**config.mk**
```make
export PLATFORM = sky130hd
export DESIGN_NAME = entropy_harvester
export DESIGN_NICKNAME = d
export VERILOG_FILES = /design/src/rtl/entropy_harvester_pkg.sv /design/src/rtl/entropy_harvester_raw_sync.sv /design/src/rtl/entropy_harvester.sv
export SDC_FILE = /design/constraint.sdc
export NUM_CORES = 1
export LEC_CHECK = 0
export CELL_PAD_IN_SITES_DETAIL_PLACEMENT = 2
export CELL_PAD_IN_SITES_GLOBAL_PLACEMENT = 2
export CORE_AREA = 2 2 102 104
export DETAILED_ROUTE_END_ITERATION = 16
export DIE_AREA = 0 0 104 106
export PLACE_DENSITY_LB_ADDON = 0.1
export SETUP_SLACK_MARGIN = 0.05
export SYNTH_ARGS = -nofsm -noshare
export SYNTH_HDL_FRONTEND = slang
export SYNTH_HIERARCHICAL = 1
export SYNTH_SLANG_ARGS = --single-unit
```
**constraint.sdc**
```tcl
create_clock -name clk -period 2.8 [get_ports clk]
set_clock_uncertainty 0.2 [all_clocks]
set_input_delay 0.28 -clock clk [delete_from_list [all_inputs] [get_ports clk]]
set_output_delay 0.28 -clock clk [all_outputs]
set_load 0.1 [all_outputs]
```
**src/rtl/entropy_harvester_pkg.sv**
```systemverilog
// Shared types for the entropy harvester: FSM states, von Neumann pair codes and a sizing helper.
package entropy_pkg;

    typedef enum logic [2:0] {
        IDLE    = 3'd0,
        ARM     = 3'd1,
        SETTLE  = 3'd2,
        CAPTURE = 3'd3,
        EXTRACT = 3'd4
    } state_e;

    // Pair code is {sample[2i+1], sample[2i]}; only the unequal codes carry a bit.
    typedef enum logic [1:0] {
        VN_DROP_00 = 2'b00,
        VN_KEEP_0  = 2'b01,
        VN_KEEP_1  = 2'b10,
        VN_DROP_11 = 2'b11
    } vn_pair_e;

    function automatic int max3(input int a, input int b, input int c);
        int m;
        m = (a > b) ? a : b;
        return (m > c) ? m : c;
    endfunction

endpackage

```
**src/rtl/entropy_harvester_raw_sync.sv**
```systemverilog
// Two-flop synchronizer for the asynchronous latch outputs; the only path from raw_bits into the harvester.
module raw_sync #(
    parameter int WIDTH = 16
) (
    input  logic             clk,
    input  logic             rst_n,
    input  logic [WIDTH-1:0] d,
    output logic [WIDTH-1:0] q
);

    logic [WIDTH-1:0] meta_d, meta_q;
    logic [WIDTH-1:0] sync_d, sync_q;

    // Next values of the two synchronizer stages.
    always_comb begin
        meta_d = d;
        sync_d = meta_q;
    end

    // Synchronizer flops, cleared asynchronously.
    always_ff @(posedge clk or negedge rst_n) begin
        if (!rst_n) begin
            meta_q <= {WIDTH{1'b0}};
            sync_q <= {WIDTH{1'b0}};
        end else begin
            meta_q <= meta_d;
            sync_q <= sync_d;
        end
    end

    assign q = sync_q;

endmodule

```
**src/rtl/entropy_harvester.sv**
```systemverilog
// Drives the latch array arm/release cycle, debiases captured samples and streams packed bytes.
// Optional repetition health test enabled by defining ENTROPY_HARVESTER_HEALTH_EN.
module entropy_harvester
    import entropy_pkg::*;
#(
    parameter int N_BITS        = 16,
    parameter int ARM_CYCLES    = 4,
    parameter int SETTLE_CYCLES = 3,
    parameter int REP_LIMIT     = 4
) (
    input  logic              clk,
    input  logic              rst_n,
    input  logic              enable,
    output logic              gen_freeze,
    input  logic [N_BITS-1:0] raw_bits,
    output logic [7:0]        out_data,
    output logic              out_valid,
    input  logic              out_ready,
    output logic              busy,
    output logic              health_fail
);

    localparam int N_PAIRS = N_BITS / 2;
    localparam int CNT_W   = $clog2(max3(ARM_CYCLES, SETTLE_CYCLES, N_PAIRS) + 1);

    localparam logic [CNT_W-1:0] CNT_ZERO    = {CNT_W{1'b0}};
    localparam logic [CNT_W-1:0] ARM_LAST    = CNT_W'(ARM_CYCLES - 1);
    localparam logic [CNT_W-1:0] SETTLE_LAST = CNT_W'(SETTLE_CYCLES - 1);
    localparam logic [CNT_W-1:0] PAIR_LAST   = CNT_W'(N_PAIRS - 1);

    state_e            state_d, state_q;
    logic [CNT_W-1:0]  cnt_d, cnt_q;
    logic [CNT_W-1:0]  pair_idx_d, pair_idx_q;
    logic [N_BITS-1:0] sample_d, sample_q;
    logic [7:0]        acc_d, acc_q;
    logic [2:0]        bit_cnt_d, bit_cnt_q;
    logic [7:0]        out_data_d, out_data_q;
    logic              out_valid_d, out_valid_q;
    logic              gen_freeze_d, gen_freeze_q;
    logic              busy_d, busy_q;
    logic              health_fail_d;

    logic [N_BITS-1:0] sync_bits_s;
    logic [1:0]        pair_s;
    logic              keep_s;
    logic              keep_bit_s;
    logic              byte_done_s;
    logic              xfer_ok_s;
    logic              stall_s;
    logic [7:0]        acc_next_s;
    logic              valid_nx_s;

    raw_sync #(.WIDTH(N_BITS)) u_raw_sync (
        .clk   (clk),
        .rst_n (rst_n),
        .d     (raw_bits),
        .q     (sync_bits_s)
    );

    // Select the current pair and decode it into keep / kept-bit.
    always_comb begin
        pair_s = 2'(sample_q >> {pair_idx_q, 1'b0});
        case (vn_pair_e'(pair_s))
            VN_KEEP_0: begin keep_s = 1'b1; keep_bit_s = 1'b0; end
            VN_KEEP_1: begin keep_s = 1'b1; keep_bit_s = 1'b1; end
            VN_DROP_00: begin keep_s = 1'b0; keep_bit_s = 1'b0; end
            default:   begin keep_s = 1'b0; keep_bit_s = 1'b0; end
        endcase
        acc_next_s            = acc_q;
        acc_next_s[bit_cnt_q] = keep_bit_s;
        byte_done_s = (bit_cnt_q == 3'd7);
        xfer_ok_s   = !out_valid_q || out_ready;
        stall_s     = keep_s && byte_done_s && !xfer_ok_s;
    end

    // FSM next state, pair walk, byte packing and output handshake.
    always_comb begin
        state_d    = state_q;
        cnt_d      = cnt_q;
        pair_idx_d = pair_idx_q;
        sample_d   = sample_q;
        acc_d      = acc_q;
        bit_cnt_d  = bit_cnt_q;
        out_data_d = out_data_q;
        if (out_valid_q && out_ready) begin
            valid_nx_s = 1'b0;
        end else begin
            valid_nx_s = out_valid_q;
        end
        case (state_q)
            IDLE: begin
                if (enable) begin
                    state_d = ARM;
                    cnt_d   = CNT_ZERO;
                end else begin
                    state_d = IDLE;
                end
            end
            ARM: begin
                if (!enable) begin
                    state_d = IDLE;
                    cnt_d   = CNT_ZERO;
                end else if (cnt_q == ARM_LAST) begin
                    state_d = SETTLE;
                    cnt_d   = CNT_ZERO;
                end else begin
                    cnt_d = cnt_q + 1'b1;
                end
            end
            SETTLE: begin
                if (!enable) begin
                    state_d = IDLE;
                    cnt_d   = CNT_ZERO;
                end else if (cnt_q == SETTLE_LAST) begin
                    state_d = CAPTURE;
                    cnt_d   = CNT_ZERO;
                end else begin
                    cnt_d = cnt_q + 1'b1;
                end
            end
            CAPTURE: begin
                sample_d   = sync_bits_s;
                pair_idx_d = CNT_ZERO;
                state_d    = EXTRACT;
            end
            EXTRACT: begin
                if (stall_s) begin
                    state_d = EXTRACT;
                end else begin
                    if (keep_s && byte_done_s) begin
                        out_data_d = acc_next_s;
                        valid_nx_s = 1'b1;
                        acc_d      = 8'h00;
                        bit_cnt_d  = 3'd0;
                    end else if (keep_s) begin
                        acc_d     = acc_next_s;
                        bit_cnt_d = bit_cnt_q + 3'd1;
                    end else begin
                        acc_d = acc_q;
                    end
                    // A disabled harvester still finishes the sample it captured.
                    if (pair_idx_q == PAIR_LAST) begin
                        pair_idx_d = CNT_ZERO;
                        cnt_d      = CNT_ZERO;
                        if (enable) begin
                            state_d = ARM;
                        end else begin
                            state_d = IDLE;
                        end
                    end else begin
                        pair_idx_d = pair_idx_q + 1'b1;
                    end
                end
            end
            default: begin
                state_d = IDLE;
                cnt_d   = CNT_ZERO;
            end
        endcase
        out_valid_d  = valid_nx_s && !health_fail_d;
        gen_freeze_d = (state_d != ARM);
        busy_d       = (state_d != IDLE);
    end

    // Main state and output registers.
    always_ff @(posedge clk or negedge rst_n) begin
        if (!rst_n) begin
            state_q      <= IDLE;
            cnt_q        <= CNT_ZERO;
            pair_idx_q   <= CNT_ZERO;
            sample_q     <= {N_BITS{1'b0}};
            acc_q        <= 8'h00;
            bit_cnt_q    <= 3'd0;
            out_data_q   <= 8'h00;
            out_valid_q  <= 1'b0;
            gen_freeze_q <= 1'b1;
            busy_q       <= 1'b0;
        end else begin
            state_q      <= state_d;
            cnt_q        <= cnt_d;
            pair_idx_q   <= pair_idx_d;
            sample_q     <= sample_d;
            acc_q        <= acc_d;
            bit_cnt_q    <= bit_cnt_d;
            out_data_q   <= out_data_d;
            out_valid_q  <= out_valid_d;
            gen_freeze_q <= gen_freeze_d;
            busy_q       <= busy_d;
        end
    end

`ifdef ENTROPY_HARVESTER_HEALTH_EN
    localparam int                REP_W   = $clog2(REP_LIMIT + 1);
    localparam logic [REP_W-1:0] REP_ONE = REP_W'(1);
    localparam logic [REP_W-1:0] REP_MAX = REP_W'(REP_LIMIT);

    logic [REP_W-1:0] rep_cnt_d, rep_cnt_q;
    logic             health_fail_q;

    // Count consecutive identical captures; the flag is sticky once the limit is reached.
    always_comb begin
        if (state_q == CAPTURE) begin
            if (sync_bits_s != sample_q) begin
                rep_cnt_d = REP_ONE;
            end else if (rep_cnt_q != REP_MAX) begin
                rep_cnt_d = rep_cnt_q + 1'b1;
            end else begin
                rep_cnt_d = rep_cnt_q;
            end
        end else begin
            rep_cnt_d = rep_cnt_q;
        end
        if (rep_cnt_d == REP_MAX) begin
            health_fail_d = 1'b1;
        end else begin
            health_fail_d = health_fail_q;
        end
    end

    // Health test registers.
    always_ff @(posedge clk or negedge rst_n) begin
        if (!rst_n) begin
            rep_cnt_q     <= {REP_W{1'b0}};
            health_fail_q <= 1'b0;
        end else begin
            rep_cnt_q     <= rep_cnt_d;
            health_fail_q <= health_fail_d;
        end
    end

    assign health_fail = health_fail_q;
`else
    // REP_LIMIT only matters with the health test; the flag is a constant 0 here.
    localparam logic REP_CFG = (REP_LIMIT > 32'sd0);
    assign health_fail_d = 1'b0 & REP_CFG;
    assign health_fail   = health_fail_d;
`endif

    assign gen_freeze = gen_freeze_q;
    assign out_data   = out_data_q;
    assign out_valid  = out_valid_q;
    assign busy       = busy_q;

endmodule

```
== Word-level counts from Yosys, hierarchy flattened ==
Cells that the tools add are included.
Storage, ports and cells
  word-level logic and storage cells: 82
  output and inout bits: 12
  register bits: 81
  bits of input ports: 20
Cells by class
  shifts and indexed selects: 1
  reduce and logical (&&, ||, !) cells: 16
  bitwise logic cells: 2
  order comparisons: 2
  $add $sub $neg: 3
  multiplexer cells: 32
  equal/unequal tests: 14
Operators by type and width (count)
  $mux W4: 9
  $mux W3: 8
  $pmux W4 S5: 1
  $mux W8: 2
  $shr A16 B5 Y2: 1
  $pmux W3 S5: 1
  $add A4 B1 Y4 const B: 2
  $bwmux W8: 1
  $eq A4 B2 Y1 const B: 2
  $mux W1: 8
  $pmux W4 S2: 1
  $eq A3 B2 Y1 const B: 2
  $eq A3 B3 Y1 const B: 2
  $ne A2 B2 Y1 const B: 3
  $reduce_and A3 Y1: 2
  $eq A4 B3 Y1 const B: 1
  $logic_and A1 B1 Y1: 4
  $lt A3 B4 Y1 const B: 1
  $reduce_and A4 Y1: 1
  $reduce_bool A2 Y1: 2
  $add A3 B1 Y3 const B: 1
  $demux W1 S3: 1
  $eq A3 B1 Y1 const B: 1
  $ge A3 B1 Y1 const B: 1
  other kinds (10): 12

== Logic depth before layout (Yosys ltp) ==
  depth in word-level cells: 9
  gate-level depth with buffers: 10
  depth with buffers taken out: 8

== Cells and area by module ==
The synthesis kept the hierarchy.
Modules (own cells, without submodules)
  entropy_harvester: area each 2517.4 um^2, instances 1, sequential area each 1227.4 um^2, cells each 262
  raw_sync: area each 800.8 um^2, instances 1, sequential area each 800.8 um^2, cells each 32

== Worst setup path after synthesis ==
Ideal clock, no wire load.
  path type: register -> register
  start point: register pair_idx_q[0]
  end point: register busy_q, in the netlist busy
  required time: 2.469 ns
  stages on the path, launching flop included: 10
  slack: 0.072 ns
  path buffers: 1
  setup time: 0.131 ns
  period minus slack after synthesis: 2.728 ns
  data arrival time: 2.396 ns
  cell sequence: dfrtp_1 buf_2 mux4_2 mux2i_1 nor2_1 ha_1 nand4bb_1 o211ai_2 a21oi_2 or3_1
On the way
  cells in the longest elaborated chain, start to end: 9
  elaborated cells between the ends (all ways): 12
  those cells by class: eq/ne (3); shift (1); mux (4); reduce/logical (4)
RTL lines
  start: declaration: RTL line entropy_harvester.sv:33  | logic [CNT_W-1:0] pair_idx_d, pair_idx_q;
  start signal: assignment: RTL line entropy_harvester.sv:181  | pair_idx_q <= pair_idx_d;
  $shr A16 B5 Y2: RTL line entropy_harvester.sv:62  | pair_s = 2'(sample_q >> {pair_idx_q, 1'b0});
  $eq A2 B2 Y1 or $eq A2 B1 Y1 (tied branches): RTL line entropy_harvester.sv:63  | case (vn_pair_e'(pair_s))
  $reduce_or A2 Y1 (no line)
  $mux W1: RTL line entropy_harvester.sv:63
  $logic_and A1 B1 Y1 (2 in series): RTL line entropy_harvester.sv:73  | stall_s = keep_s && byte_done_s && !xfer_ok_s;
  $mux W3 *: RTL line entropy_harvester.sv:127  | if (stall_s) begin
  $pmux W3 S5 *: RTL line entropy_harvester.sv:90  | case (state_q)
  net state_d[0]: RTL line entropy_harvester.sv:31  | state_e state_d, state_q;
  $reduce_bool A3 Y1 *: RTL line entropy_harvester.sv:162  | busy_d = (state_d != IDLE);
  net busy_d: RTL line entropy_harvester.sv:40  | logic busy_d, busy_q;
  end signal: assignment: RTL line entropy_harvester.sv:188  | busy_q <= busy_d;
  end: declaration: RTL line entropy_harvester.sv:40
Mark *: on every way through the listed nets, which the timed path passes. The rest lies on a longest branch.
A chain may end at the register's enable or synchronous reset.

== Final worst setup path ==
  start point: register pair_idx_q[0]
  end point: register gen_freeze_q, in the netlist gen_freeze
On the way
  cells in the longest elaborated chain, start to end: 9
  elaborated cells between the ends (all ways): 12
  those cells by class: eq/ne (4); shift (1); mux (4); reduce/logical (3)
RTL lines
  $shr A16 B5 Y2: RTL line entropy_harvester.sv:62
  $eq A2 B2 Y1 or $eq A2 B1 Y1 (tied branches): RTL line entropy_harvester.sv:63
  $reduce_or A2 Y1 (no line)
  $mux W1: RTL line entropy_harvester.sv:63
  $logic_and A1 B1 Y1 (2 in series): RTL line entropy_harvester.sv:73
  $mux W3 *: RTL line entropy_harvester.sv:127
  $pmux W3 S5 *: RTL line entropy_harvester.sv:90
  net state_d[2]: RTL line entropy_harvester.sv:31
  $ne A3 B1 Y1 *: RTL line entropy_harvester.sv:161  | gen_freeze_d = (state_d != ARM);
  net gen_freeze_d: RTL line entropy_harvester.sv:39  | logic gen_freeze_d, gen_freeze_q;
  end signal: assignment: RTL line entropy_harvester.sv:187  | gen_freeze_q <= gen_freeze_d;
  end: declaration: RTL line entropy_harvester.sv:39
Marked as above.

==> out/results.tsv <==
stage	metric	value	unit
outcome	outcome	complete, no violations	
logic_synthesis	Yosys top cell by area	dfrtp_1	
worst_hold_path	HP Class	input port to flip-flop	
setup_path	startpoint types	flip-flop	
power_and_ir_drop	Pwr Total	0.002421	W
floorplan	IO Pins	32	
logic_synthesis	flops & latches, synth	81	
global_route	Tot GR Track Use	15.00	%
worst_hold_path	HP Start	raw_bits[1]	
floorplan	initial core utilization	33.18	%
route	routed vias/inst	4.800	
clock_tree	Worst-Skew Late Latency	0.36	ns
clock_tree	clock-pin slew of the registers on the worst-case setup and hold paths	0.08	ns
clock_tree	CTS H-tree lvls	3	
route	wire length per cell	15.76	um
sta	FMAX	375.5	MHz
global_route	vias in the first global route	2504	
sta	hold_ws	0.1484	ns
sta	post-layout min period	2.663	ns
setup_path	Arrival @ worst endpoint	2.75	ns
final_layout	commonest cells after routing, fill and taps aside	79 x dfrtp_1, 75 x nand2_1, 22 x buf_4, 19 x o21ai_0, 18 x clkdlybuf4s50_1	
place	placed insts	455	
final_layout	Final #Nets	360	
floorplan	die height	106	um
clock_tree	clock sinks	81	
logic_synthesis	register area share after synthesis	61.12	%
power_and_ir_drop	PD cells	598.7	mW/mm2
logic_synthesis	Most used DFF post-synth	dfrtp_1	
logic_synthesis	Syn Area/Cell	11.29	um2
setup_path	Critical Path Sink Type	flip-flop	
setup_path	kind of critical path	flip-flop to flip-flop	
sta	final setup fails	0	
logic_synthesis	Synth top area share	60.33	%
clock_tree	Root Buffer	clkbuf_8	
global_route	pin count of the biggest net entering global routing	46	
logic_synthesis	cell area after synthesis	0.003318	mm2
logic_synthesis	Synth Net Count	321	
logic_synthesis	gate count after technology mapping	294	
place	Placed Area	0.003766	mm2
power_and_ir_drop	worst vdd ir	0.3596	mV
power_and_ir_drop	P_leak	1.883	nW
final_layout	fin area	0.004044	mm2
global_route	grt total ovfl	0	
final_layout	fin cells	474	
sta	Setup TNS Final	0	ns
logic_synthesis	synth top area cells	dfrtp_1 60%, nand2_1 8.6%, o21ai_0 3.8%	
global_route	first-pass GRT wire length	12990	um
logic_synthesis	synth unique cells	46	
floorplan	width of the die	104	um
global_route	met1 usage	18.92	%
setup_path	worst endpoint required time	2.88	ns
sta	Final Hold Vio Count	0	
place	HPWL after detailed placement	5099	um
sta	RSZ-0062 raised after global routing	true	
global_route	initial antenna violation count	0	
clock_tree	Max Root-Sink Buffers	2	
setup_path	reg2reg setup slack	0.14	ns
final_layout	layout cells sized above 1	18.05	%
sta	Slew HR	59.06	%
sta	final slew viol count	0	
setup_path	Reg2Reg Launch Point	pair_idx_q[0]$_DFFE_PN0P_	
logic_synthesis	Post-synth ARST share	100.0	%
global_route	met3 Use GR	3.863	%
logic_synthesis	Ys Warns	6	
route	initial DRC count	44	
floorplan	core footprint	0.01000	mm2
route	final wirelength	7468	um
final_layout	commonest non-fill, non-tap cell in the layout	dfrtp_1	
floorplan	row count	37	
global_route	M2 GR Usage	24.86	%
route	Vias	2275	
place	GP Congestion	0.7992	
route	Antenna Violating Nets Remaining	0	
clock_tree	total CTS buffers	9	
final_layout	area delta synth->final	21.87	%
setup_path	crit-path max FO	5	
job	MaxCap Viol Count	0	
setup_path	worst setup path startpoint	pair_idx_q[0]$_DFFE_PN0P_	
route	DRC	0	
sta	Worst-Margin Slew	0.6141	ns
logic_synthesis	Post-synth EDFFs	0	
route	drt pass-1 iters	3	
sta	Period Utilization, post-route	95.12	%
global_route	grt peak-use layer	met2	
floorplan	die area	0.01102	mm2
clock_tree	CTS tree	yes	
final_layout	antenna cell count	0	
place	Port Buffers	30	
-- cell families (layout without fill, tap and decap cells) --
family / Yosys count / in the layout / share of synthesized area (%)
multiplexers: 14 / 14 / 5.732
XOR/XNOR: 1 / 1 / 0.2640
flip-flops: 81 / 81 / 61.12
other: 1 / 1 / 0.1130
AO/OA/AOI/OAI: 45 / 45 / 8.107
AND/OR/NAND/NOR: 124 / 124 / 18.93
adder cells (fa/ha/maj): 7 / 7 / 2.639
buffers and inverters: 21 / 65 / 3.091
-- repair_timing --
action,in CTS,in global routing
pin swaps,0,6
endpoints found under the hold margin,36,0
endpoints found under the setup margin,26,25
gates resized for setup,3,12
buffers inserted,0,2
hold buffers,1,0
-- report_power, final --
group	internal (W)	leakage, nW	switching [W]
registers	0.00123	0.992	0.0000676
logic	0.000115	0.786	0.000112
clock network	0.000444	0.104	0.000452
-- metrics by stage --
stage,util (%),worst slack [ns]
floorplan,-,0.07218
global placement,37.66,0.01279
detailed placement,37.66,-0.08987
CTS,39.97,0.06150
global route,40.44,-0.003193
finish,40.44,0.1367
-- cell usage after synthesis (all sizes together), types with 2 or more instances --
master / instances
nor2b: 2
mux2i: 10
inv: 6
nand4bb: 2
o32ai: 2
a21oi: 5
ha: 7
or3b: 2
a31oi: 2
mux4: 4
o211ai: 5
o21ai: 27
dfrtp: 80
buf: 11
nand3b: 4
nand3: 7
nand2: 76
nand2b: 5
clkbuf: 4
nor2: 10
nor3b: 4
nor3: 4
a22o: 2
-- worst paths after layout --
check,endpoint,depth (start not counted)
max,gen_freeze$_DFF_PN1_,8
min,u_raw_sync/meta_q[1]$_DFF_PN0_,1
max reg2reg,gen_freeze$_DFF_PN1_,8
min reg2reg,u_raw_sync/q[12]$_DFF_PN0_,0
max in group asynchronous,gen_freeze$_DFF_PN1_,3
min in group asynchronous,u_raw_sync/q[14]$_DFF_PN0_,2
-- worst max-delay path: stages, from the launching register on --
cell and delay (ns):
dfrtp_2 0.44, mux4_2 0.53, mux2i_2 0.17, nor2_2 0.08, ha_4 0.30, and4bb_2 0.26
o21ai_2 0.11, nand2_1 0.09, or3b_1 0.41
-- per-layer routing --
layer	wire length (um)	up-vias
met2	3695	23
li1	-	1072
met1	3430	1171
met5	0	-
met4	130	0
met3	210	9
-- registers in the layout, summed over array words and instances, names as in the netlist --
| name | count |
|---|---|
| acc_q | 8 |
| bit_cnt_q | 3 |
| busy | 1 |
| cnt_q | 4 |
| gen_freeze | 1 |
| out_data | 8 |
| out_valid | 1 |
| pair_idx_q | 4 |
| sample_q | 16 |
| state_q | 3 |
| u_raw_sync/meta_q | 16 |
| u_raw_sync/q | 16 |
-- final cells by class --
cell class / count / area (um2)
fillers: 1071 / 5956
flip-flops and latches: 81 / 2029
multi-input cells: 192 / 1232
repair buffers: 43 / 386.6
well taps: 136 / 170.2
clock buffers: 11 / 141.4
clock inverters: 5 / 61.31
inverters: 6 / 22.52
Note: power is estimated with default switching activity, not from simulation.
